File: config.mk
export PLATFORM = sky130hd
export DESIGN_NAME = dmem_arbiter
export DESIGN_NICKNAME = d
export VERILOG_FILES = /design/src/rtl/dmem_arb_pkg.sv /design/src/rtl/dmem_arbiter_rr_arbiter.sv /design/src/rtl/dmem_arbiter.sv
export SDC_FILE = /design/constraint.sdc
export NUM_CORES = 1
export LEC_CHECK = 0
export BUFFER_PORTS_ARGS = -buffer_cell sky130_fd_sc_hd__buf_4
export CAP_MARGIN = 20
export CELL_PAD_IN_SITES_DETAIL_PLACEMENT = 0
export CELL_PAD_IN_SITES_GLOBAL_PLACEMENT = 2
export CORE_ASPECT_RATIO = 1.2
export CORE_MARGIN = 5
export CORE_UTILIZATION = 20
export DETAILED_ROUTE_END_ITERATION = 7
export GPL_ROUTABILITY_DRIVEN = 0
export PLACE_DENSITY = 0.81
export RECOVER_POWER = 100
export SETUP_SLACK_MARGIN = 0.05
export SYNTH_ARGS = -nofsm -noshare
export SYNTH_HDL_FRONTEND = slang
export SYNTH_SLANG_ARGS = --single-unit
File: constraint.sdc
create_clock -name clk -period 2.1 [get_ports clk]
set_input_delay 0.315 -clock clk [delete_from_list [all_inputs] [get_ports clk]]
set_output_delay 0.315 -clock clk [all_outputs]
set_load 0.005 [all_outputs]
File: src/rtl/dmem_arb_pkg.sv
// Shared types and helpers for the data-memory arbiter.
//   MAX_REQ   : largest supported requester count
//   IDX_W     : width of a requester index
//   mem_req_t : one memory access (addr, wdata, wstrb)
//   rr_pick   : round-robin one-hot pick starting at ptr, over n requesters
package dmem_arb_pkg;

  localparam int unsigned MAX_REQ = 8;
  localparam int unsigned IDX_W   = 3;
  localparam int unsigned AW      = 32;
  localparam int unsigned DW      = 32;
  localparam int unsigned SW      = 4;

  typedef struct packed {
    logic [AW-1:0] addr;
    logic [DW-1:0] wdata;
    logic [SW-1:0] wstrb;
  } mem_req_t;

  // First valid requester at or above ptr, wrapping modulo n.
  function automatic logic [MAX_REQ-1:0] rr_pick(
    input logic [MAX_REQ-1:0] valid,
    input logic [IDX_W-1:0]   ptr,
    input int unsigned        n
  );
    logic [MAX_REQ-1:0] gnt;
    logic [IDX_W-1:0]   idx;
    gnt = '0;
    for (int unsigned k = 0; k < MAX_REQ; k++) begin
      idx = IDX_W'((32'(ptr) + k) % n);
      if ((k < n) && (gnt == '0) && valid[idx]) gnt[idx] = 1'b1;
    end
    return gnt;
  endfunction

endpackage

File: src/rtl/dmem_arbiter_rr_arbiter.sv
// Round-robin arbiter with grant locking.
//   clk, rst_n : clock, async active-low reset
//   valid      : per-requester request
//   lock       : per-requester "keep grant after this access"
//   grant_c    : one-hot grant (combinational); a grant is always an acceptance
module rr_arbiter
  import dmem_arb_pkg::*;
#(
  parameter int unsigned N_REQ = 2
) (
  input  logic             clk,
  input  logic             rst_n,
  input  logic [N_REQ-1:0] valid,
  input  logic [N_REQ-1:0] lock,
  output logic [N_REQ-1:0] grant_c
);

  logic [IDX_W-1:0]   rr_ptr;
  logic [IDX_W-1:0]   owner;
  logic               locked;
  logic [IDX_W-1:0]   gidx;
  logic [MAX_REQ-1:0] valid_ext;
  logic [MAX_REQ-1:0] lock_ext;
  logic [MAX_REQ-1:0] grant_ext;

  // Grant selection: locked owner wins while it keeps requesting.
  always_comb begin
    valid_ext = MAX_REQ'(valid);
    lock_ext  = MAX_REQ'(lock);
    grant_ext = '0;
    if (locked && valid_ext[owner]) grant_ext[owner] = 1'b1;
    else                            grant_ext = rr_pick(valid_ext, rr_ptr, N_REQ);
    gidx = '0;
    for (int unsigned i = 0; i < MAX_REQ; i++)
      if (grant_ext[i]) gidx = IDX_W'(i);
  end

  assign grant_c = grant_ext[N_REQ-1:0];

  // Pointer/lock state: advance past the winner; owner dropping valid unlocks.
  always_ff @(posedge clk or negedge rst_n) begin
    if (!rst_n) begin
      rr_ptr <= '0;
      owner  <= '0;
      locked <= 1'b0;
    end else if (|grant_ext) begin
      rr_ptr <= (32'(gidx) == N_REQ - 1) ? '0 : IDX_W'(gidx + 1'b1);
      owner  <= gidx;
      locked <= lock_ext[gidx];
    end else if (locked && !valid_ext[owner]) begin
      locked <= 1'b0;
    end
  end

endmodule

File: src/rtl/dmem_arbiter.sv
// Shares one single-ported data memory between N_REQ requesters.
//   clk, rst_n         : clock, async active-low reset
//   req_valid/req_lock : per-requester request and grant-lock
//   req_addr/wdata/wstrb : packed per-requester access (wstrb 0 = read)
//   req_ready          : one-hot grant, same cycle as request
//   rsp_valid/rsp_rdata: registered one-cycle response per requester
//   d_addr/d_wdata/d_wstrb : memory port, zero when nothing is granted
//   d_rdata            : combinational read data from memory
module dmem_arbiter
  import dmem_arb_pkg::*;
#(
  parameter int unsigned N_REQ = 2
) (
  input  logic                clk,
  input  logic                rst_n,
  input  logic [N_REQ-1:0]    req_valid,
  input  logic [N_REQ-1:0]    req_lock,
  input  logic [N_REQ*32-1:0] req_addr,
  input  logic [N_REQ*32-1:0] req_wdata,
  input  logic [N_REQ*4-1:0]  req_wstrb,
  output logic [N_REQ-1:0]    req_ready,
  output logic [N_REQ-1:0]    rsp_valid,
  output logic [N_REQ*32-1:0] rsp_rdata,
  output logic [31:0]         d_addr,
  output logic [31:0]         d_wdata,
  output logic [3:0]          d_wstrb,
  input  logic [31:0]         d_rdata
);

  logic [N_REQ-1:0] grant_c;
  mem_req_t         sel_c;

  rr_arbiter #(.N_REQ(N_REQ)) u_rr (
    .clk     (clk),
    .rst_n   (rst_n),
    .valid   (req_valid),
    .lock    (req_lock),
    .grant_c (grant_c)
  );

  // Memory mux: granted requester drives the port, otherwise all zero.
  always_comb begin
    sel_c = '0;
    for (int unsigned i = 0; i < N_REQ; i++)
      if (grant_c[i])
        sel_c = '{addr:  req_addr[32*i +: 32],
                  wdata: req_wdata[32*i +: 32],
                  wstrb: req_wstrb[4*i +: 4]};
  end

  assign req_ready = grant_c;
  assign d_addr    = sel_c.addr;
  assign d_wdata   = sel_c.wdata;
  assign d_wstrb   = sel_c.wstrb;

  // Response registers: pulse valid, capture read data (0 for write acks).
  always_ff @(posedge clk or negedge rst_n) begin
    if (!rst_n) begin
      rsp_valid <= '0;
      rsp_rdata <= '0;
    end else begin
      rsp_valid <= grant_c;
      for (int unsigned i = 0; i < N_REQ; i++)
        if (grant_c[i])
          rsp_rdata[32*i +: 32] <= (sel_c.wstrb == '0) ? d_rdata : 32'h0;
    end
  end

endmodule

==> results of run 1 <==
## registers in the layout, indices dropped and copies added (netlist names)
| signal | count |
|---|---|
| rsp_valid | 2 |
| u_rr.owner | 3 |
| u_rr.locked | 1 |
| u_rr.rr_ptr | 1 |
| rsp_rdata | 64 |
## cells in the final DEF (no fill, tap or decap)
master,count
inv_6,1
buf_12,6
a22o_1,101
clkbuf_1,22
buf_4,236
nand2_1,33
nand4bb_4,1
a31oi_4,1
a21oi_1,3
mux2i_2,1
nor2_2,1
nor2_1,1
dfrtp_1,71
diode_2,1
nor4_4,1
mux2i_1,31
o21ai_0,1
bufbuf_16,1
clkbuf_4,45
clkbuf_2,1
nor3b_4,1
buf_8,3
or4_1,1
o221ai_4,1
clkbuf_16,12
dlygate4sd3_1,1
bufinv_16,2
inv_1,33
buf_16,2
inv_4,1
nand2b_4,1
nor3b_1,2
buf_6,23
clkinv_4,2
nor2b_1,1
clkinvlp_4,1
o22a_1,1
## cells by family (layout without fill, tap and decap cells)
family | Yosys count | after routing | synth area share (%)
multiplexers | 32 | 32 | 9.169
AND/OR/NAND/NOR | 43 | 43 | 5.802
flip-flops | 71 | 71 | 50.86
AO/OA/AOI/OAI | 108 | 108 | 26.75
buffers and inverters | 62 | 392 | 7.414
other | 0 | 1 | 0
## synthesized netlist by cell type
cell type    n  area [um^2]
or4_1        1        7.510
nand2b_1     1        6.260
inv_2        1        3.750
nor2_1       2        7.510
o221ai_2     1        15.01
nand2_1     33        123.9
a22o_1     101        884.6
dfrtp_1     71         1777
a31oi_1      1        6.260
nor3b_1      2        15.01
nor2b_1      1        6.260
a21oi_1      3        15.01
mux2i_1     32        320.3
nand4bb_1    1        11.26
nor3b_2      1        12.51
buf_4        3        22.52
o21ai_0      1        5.000
nor4_2       1        12.51
clkbuf_1    13        48.80
inv_1       33        123.9
buf_2       12        60.06
o22a_1       1        8.760
## timing repair
item | CTS | global route
setup endpoints to repair | 70 | 82
gates resized for setup | 14 | 27
buffers inserted | 10 | 2
pin swaps | 7 | 11
hold buffers | 1 | 0
cloned | 3 | 5
hold endpoints to repair | 33 | 0
## stage by stage
step                utilization, %  total power [mW]
floorplan                        -             1.868
global placement             35.42             2.598
detailed placement           35.42             2.615
CTS                          38.60             4.400
global route                 39.29             4.607
finish                       39.29             4.416
## final cells by class
class                           instances  area, um^2
Timing Repair Buffer                  343        2794
Clock buffer                            9       225.2
Antenna cell                            1       2.502
Inverter                               34       130.1
Clock inverter                          6       93.84
Multi-Input combinational cell        183        1529
Tap cell                              220       275.3
Sequential cell                        71        1777
Fill cell                            1744       10550
## power groups by stage
stage               clock, mW  combinational, mW  sequential (mW)
global route             1.74               1.41             1.46
finish                   1.64               1.32             1.46
floorplan                   0              0.394             1.47
detailed placement          0               1.14             1.48
CTS                      1.70               1.25             1.46
global placement            0               1.12             1.47
## worst max path at each step
stage | to | slack [ns] | cells past startpoint
global route | d_wdata[30] | -0.24 | 6
global placement | d_wstrb[1] | 0.12 | 5
finish | d_addr[14] | -0.15 | 6
detailed placement | d_addr[14] | 0.08 | 5
CTS | d_addr[14] | -0.16 | 8
floorplan | d_addr[0] | 0.32 | 6
## per-layer routing
layer	part of all wire (%)	global-route usage, %
met1	36	16.67
met2	54	26.44
met3	8.2	3.385
met4	2.2	6.026
met5	0	0
==> run metrics, run 1 <==
outcome finished with violations; failing checks negative setup slack; Worst Hold Class in -> reg; Root Driver clkbuf_16; Final #Nets 816; DRC viols 0; Seq cells post-synth 71; WP data required 1.78 ns; crit path cell chain nand4bb_4 > o221ai_4 > inv_4 > buf_12 > a22o_1 > buf_4; clock buffer count from CTS 9; Total GRT Usage 14.79%; clock slew at reported path FFs 0.06 ns; Seq/Total Area, Yosys 50.86%; reg-to-reg endpoint rsp_rdata[47]$_DFFE_PN0P_; Worst-Margin Slew 0.8349 ns; Max Slew Vio Count 0; Die Y-Extent 154.8 um; Net Sw Power 1.159 mW; clk sinks 71; CP Launch Type flip-flop; worst setup path start u_rr.owner[1]$_DFFE_PN0P_; largest net degree at the start of global routing 49; Final Worst Setup Slack -0.1542 ns; switching share of power 26.24%; flop-to-flop setup slack 0.18 ns; clk_skew 0.01309 ns; die area 20220 um^2; Skew-Pair Late Insertion Delay 0.33 ns; initial core utilization 20.11%; combinational power share 29.8%; Pleak 3.446 nW; Cells after Synth 316; CORE AREA 17370 um^2; pre-CTS WS 0.07597 ns; sequential share of power 32.9%; Detailed Place HPWL 11980 um; max-capacitance violation count 0; final hold slack 0.1844 ns; Distinct cells, synth 22; Critical R2R Launch u_rr.owner[1]$_DFFE_PN0P_; Setup TNS Final -8.819 ns; WP data arrival 1.94 ns; first-pass GRT wire length 23310 um; non-filler cells, final 867; Post-Layout Inst Area 6827 um^2; router iterations before antenna repair 4; P&R area growth vs syn 95.42%; Synth Warn # 0; First DRT Iteration DRCs 167; vias in the first global route 4205; CTS tree yes; H-tree depth 3; WL final 16290 um; I/O pin cnt 310; Period minus WS final 2.254 ns; Final Cycle Share 107.3%; wire per inst 18.79 um; Crit Path Category reg -> out; Max Fanout on Critical Path 24; Die W 130.6 um; fmax 0.4436 GHz; syn_nets 490; Peak VDD IR 0.3893 mV; overflow left after global routing 0; RSZ-0062 raised after global routing true; peak per-stage delay on the critical path 0.43 ns; Slew HR 44.34%; min-delay src req_valid[1]; Mean Syn Cell Area 11.05 um^2; slowest CP cell dfrtp_1; hold path depth 2; Post-DP Area 6155 um^2; pwr/cell area 646.9 nW/um^2; cell family with most CP delay compound AO/OA/AOI/OAI gates; layout cells sized above 1 53.25%; via count 3934; clk buf depth 2; reg2reg path depth 8; port bufs 309; synthesized area 3493 um^2; Int Pwr 3.257 mW; placed insts 830; Site Rows 53; Via density 4.537; final setup fails 68; Setup crit end kind output port; clock power share 37.2%; ANT nets after route 0; CP bufs+invs 3; Hold EP u_rr.owner[1]$_DFFE_PN0P_; antenna violations before repair 1; Fin. Hold Viols 0
No activity file was read; power rests on OpenSTA's default activity.
==> inputs of run 2 (changes only) <==
Settings changed: CTS_BUF_LIST set to sky130_fd_sc_hd__clkbuf_2 sky130_fd_sc_hd__clkbuf_4 sky130_fd_sc_hd__clkbuf_8.
==> run 2 against run 1 <==
  * Global-route usage barely moved
  * Cell area fell by 1.4%
  * First-iteration DRC count fell by 9.6%
  * Setup slack got worse by 0.023 ns
  * Critical endpoint unchanged
  * Register-to-register slack got worse by 0.03 ns
  * Via count rose by 0.46%
  * Critical path type unchanged
  * Hold slack got worse by 0.018 ns
  * Maximum frequency fell by 1.0%
  * The flow still finishes with violations (negative setup slack)
  * Clock skew rose by 0.0048 ns
  * Total power fell by 9.3%
  * Routed wire length rose by 0.33%
==> run metrics, run 2 (synthesis results as in run 1) <==
combinational power share 33.0% (+3.2 points); Worst-Margin Slew 0.8356 ns (+0.0007254 ns); clk sinks 71 (unchanged); clock buffer count from CTS 9 (unchanged); Final Worst Setup Slack -0.1773 ns (-0.02311 ns); die area 20220 um^2 (unchanged); outcome finished with violations; Crit Path Category reg -> out; First DRT Iteration DRCs 151 (-9.6%); hold path depth 2 (unchanged); Max Fanout on Critical Path 24 (unchanged); max-capacitance violation count 0 (unchanged); Critical R2R Launch u_rr.owner[1]$_DFFE_PN0P_; Int Pwr 2.887 mW (-11%); clock slew at reported path FFs 0.08 ns (+0.02 ns); fill cell count 1756 (+0.69%); antenna violations before repair 1 (unchanged); sequential share of power 36.3% (+3.4 points); pwr/cell area 595.0 nW/um^2 (-8.0%); final core utilization 38.76% (-0.53 points); Fin. Hold Viols 0 (unchanged); placed insts 830 (unchanged); non-filler cells, final 867 (unchanged); reg2reg path depth 8 (unchanged); ANT nets after route 0 (unchanged); Setup TNS Final -10.37 ns (-1.550 ns); overflow left after global routing 0 (unchanged); H-tree depth 3 (unchanged); register name with the most flops rsp_rdata; Skew-Pair Late Insertion Delay 0.35 ns (+0.02 ns); CTS tree yes; Pleak 3.401 nW (-1.3%); clk_skew 0.01784 ns (+0.004751 ns); WL final 16350 um (+0.33%); WP data required 1.78 ns (about the same); Final Cycle Share 108.4% (+1.1 points); Root Driver clkbuf_8; clk buf depth 2 (unchanged); Detailed Place HPWL 11980 um (unchanged); Max Slew Vio Count 0 (unchanged); area of the multi-input gates 1533 um^2 (+0.25%); min-delay src req_valid[1]; Die Y-Extent 154.8 um (unchanged); CP Launch Type flip-flop; DRC viols 0 (unchanged); Largest register FFs 64 (unchanged); vias in the first global route 4189 (-0.38%); register area 1777 um^2 (unchanged); via count 3952 (+0.46%); first-pass GRT wire length 23270 um (-0.15%); crit path cell chain nand4bb_4 > o221ai_4 > inv_4 > buf_12 > a22o_1 > buf_4; WP data arrival 1.96 ns (+0.02 ns); Period minus WS final 2.277 ns (+0.02311 ns); port bufs 309 (unchanged); Site Rows 53 (unchanged); peak per-stage delay on the critical path 0.43 ns (about the same); pre-CTS WS 0.07597 ns (unchanged); failing checks negative setup slack; final setup fails 70 (+2.9%); Final #Nets 816 (unchanged); Worst Hold Class in -> reg; slowest CP cell dfrtp_1; top flop regs rsp_rdata (64), u_rr.owner (3), rsp_valid (2); Die W 130.6 um (unchanged); layout cells sized above 1 53.41% (+0.15 points); Total GRT Usage 14.78% (about the same); Slew HR 44.29% (-0.048 points); most frequent cells in the layout 236 x buf_4, 101 x a22o_1, 71 x dfrtp_1; Net Sw Power 1.119 mW (-3.4%); overall power 4.007 mW (-9.3%); initial core utilization 20.11% (unchanged); I/O pin cnt 310 (unchanged); clock power share 30.7% (-6.5 points); flop-to-flop setup slack 0.15 ns (-0.03 ns); Hold EP u_rr.owner[1]$_DFFE_PN0P_; RSZ-0062 raised after global routing true; fmax 0.4391 GHz (-1.0%); reg-to-reg endpoint rsp_rdata[37]$_DFFE_PN0P_; largest net degree at the start of global routing 49 (unchanged); Setup crit end kind output port; P&R area growth vs syn 92.77%; commonest non-fill, non-tap cell in the layout buf_4; Via density 4.558 (+0.46%); switching share of power 27.94% (+1.7 points); CORE AREA 17370 um^2 (unchanged); Peak VDD IR 0.3328 mV (-15%); worst setup path start u_rr.owner[1]$_DFFE_PN0P_; wire per inst 18.85 um (+0.33%); router iterations before antenna repair 5 (+1)
-- run 2: routing by layer --
metal / global-route usage (%) / vias to the layer above / share of wire (%)
li1: - / 1812 / -
met1: 16.48 / 1917 / 36
met2: 26.56 / 201 / 54
met3: 3.385 / 22 / 7.8
met4: 6.173 / 0 / 2.3
met5: 0 / - / 0
-- run 2: what timing repair did --
action / in CTS / in global routing
pin swaps: 7 / 11
setup buffers: 10 / 2
endpoints found under the hold margin: 33 / 0
hold buffers: 1 / 0
setup endpoints to repair: 70 / 82
gates cloned: 3 / 5
resized for setup: 14 / 29
-- run 2: final cells by class --
| type | count | share of cell area [%] |
|---|---|---|
| inverters | 34 | 1.932 |
| flip-flops and latches | 71 | 26.38 |
| clock buffers | 9 | 1.839 |
| repair buffers | 343 | 41.56 |
| well taps | 220 | 4.088 |
| clock inverters | 6 | 1.394 |
| diodes | 1 | 0.03716 |
| multi-input cells | 183 | 22.76 |
-- run 2: worst max-delay path by stage --
stage	endpoint	slack, ns	cells past startpoint
floorplan	d_addr[0]	0.32	6
global placement	d_wstrb[1]	0.12	5
detailed placement	d_addr[14]	0.08	5
CTS	d_addr[14]	-0.19	8
global route	d_wdata[30]	-0.27	6
finish	d_addr[14]	-0.18	6
-- run 2: critical path: cells and delay by family, from the launching register on --
family	cells	cell delay [ns]
AND/OR/NAND/NOR	1	0.30
AO/OA/AOI/OAI	2	0.47
flip-flops	1	0.43
buffers and inverters	3	0.41
-- run 2: metrics by stage --
step,cell area [um^2],hold WS [ns]
finish,6734,0.1663
global route,6734,0.1499
CTS,6605,0.1378
detailed placement,6155,0.2943
global placement,6155,0.2908
floorplan,3493,0.01941
-- run 2: power groups by stage --
stage                     registers (mW)  clock network [mW]  logic, mW
final                               1.45                1.23       1.32
after global routing                1.46                1.31       1.42
after CTS                           1.45                1.28       1.25
after detailed placement            1.48                   0       1.14
after global placement              1.47                   0       1.12
after floorplan                     1.47                   0      0.394
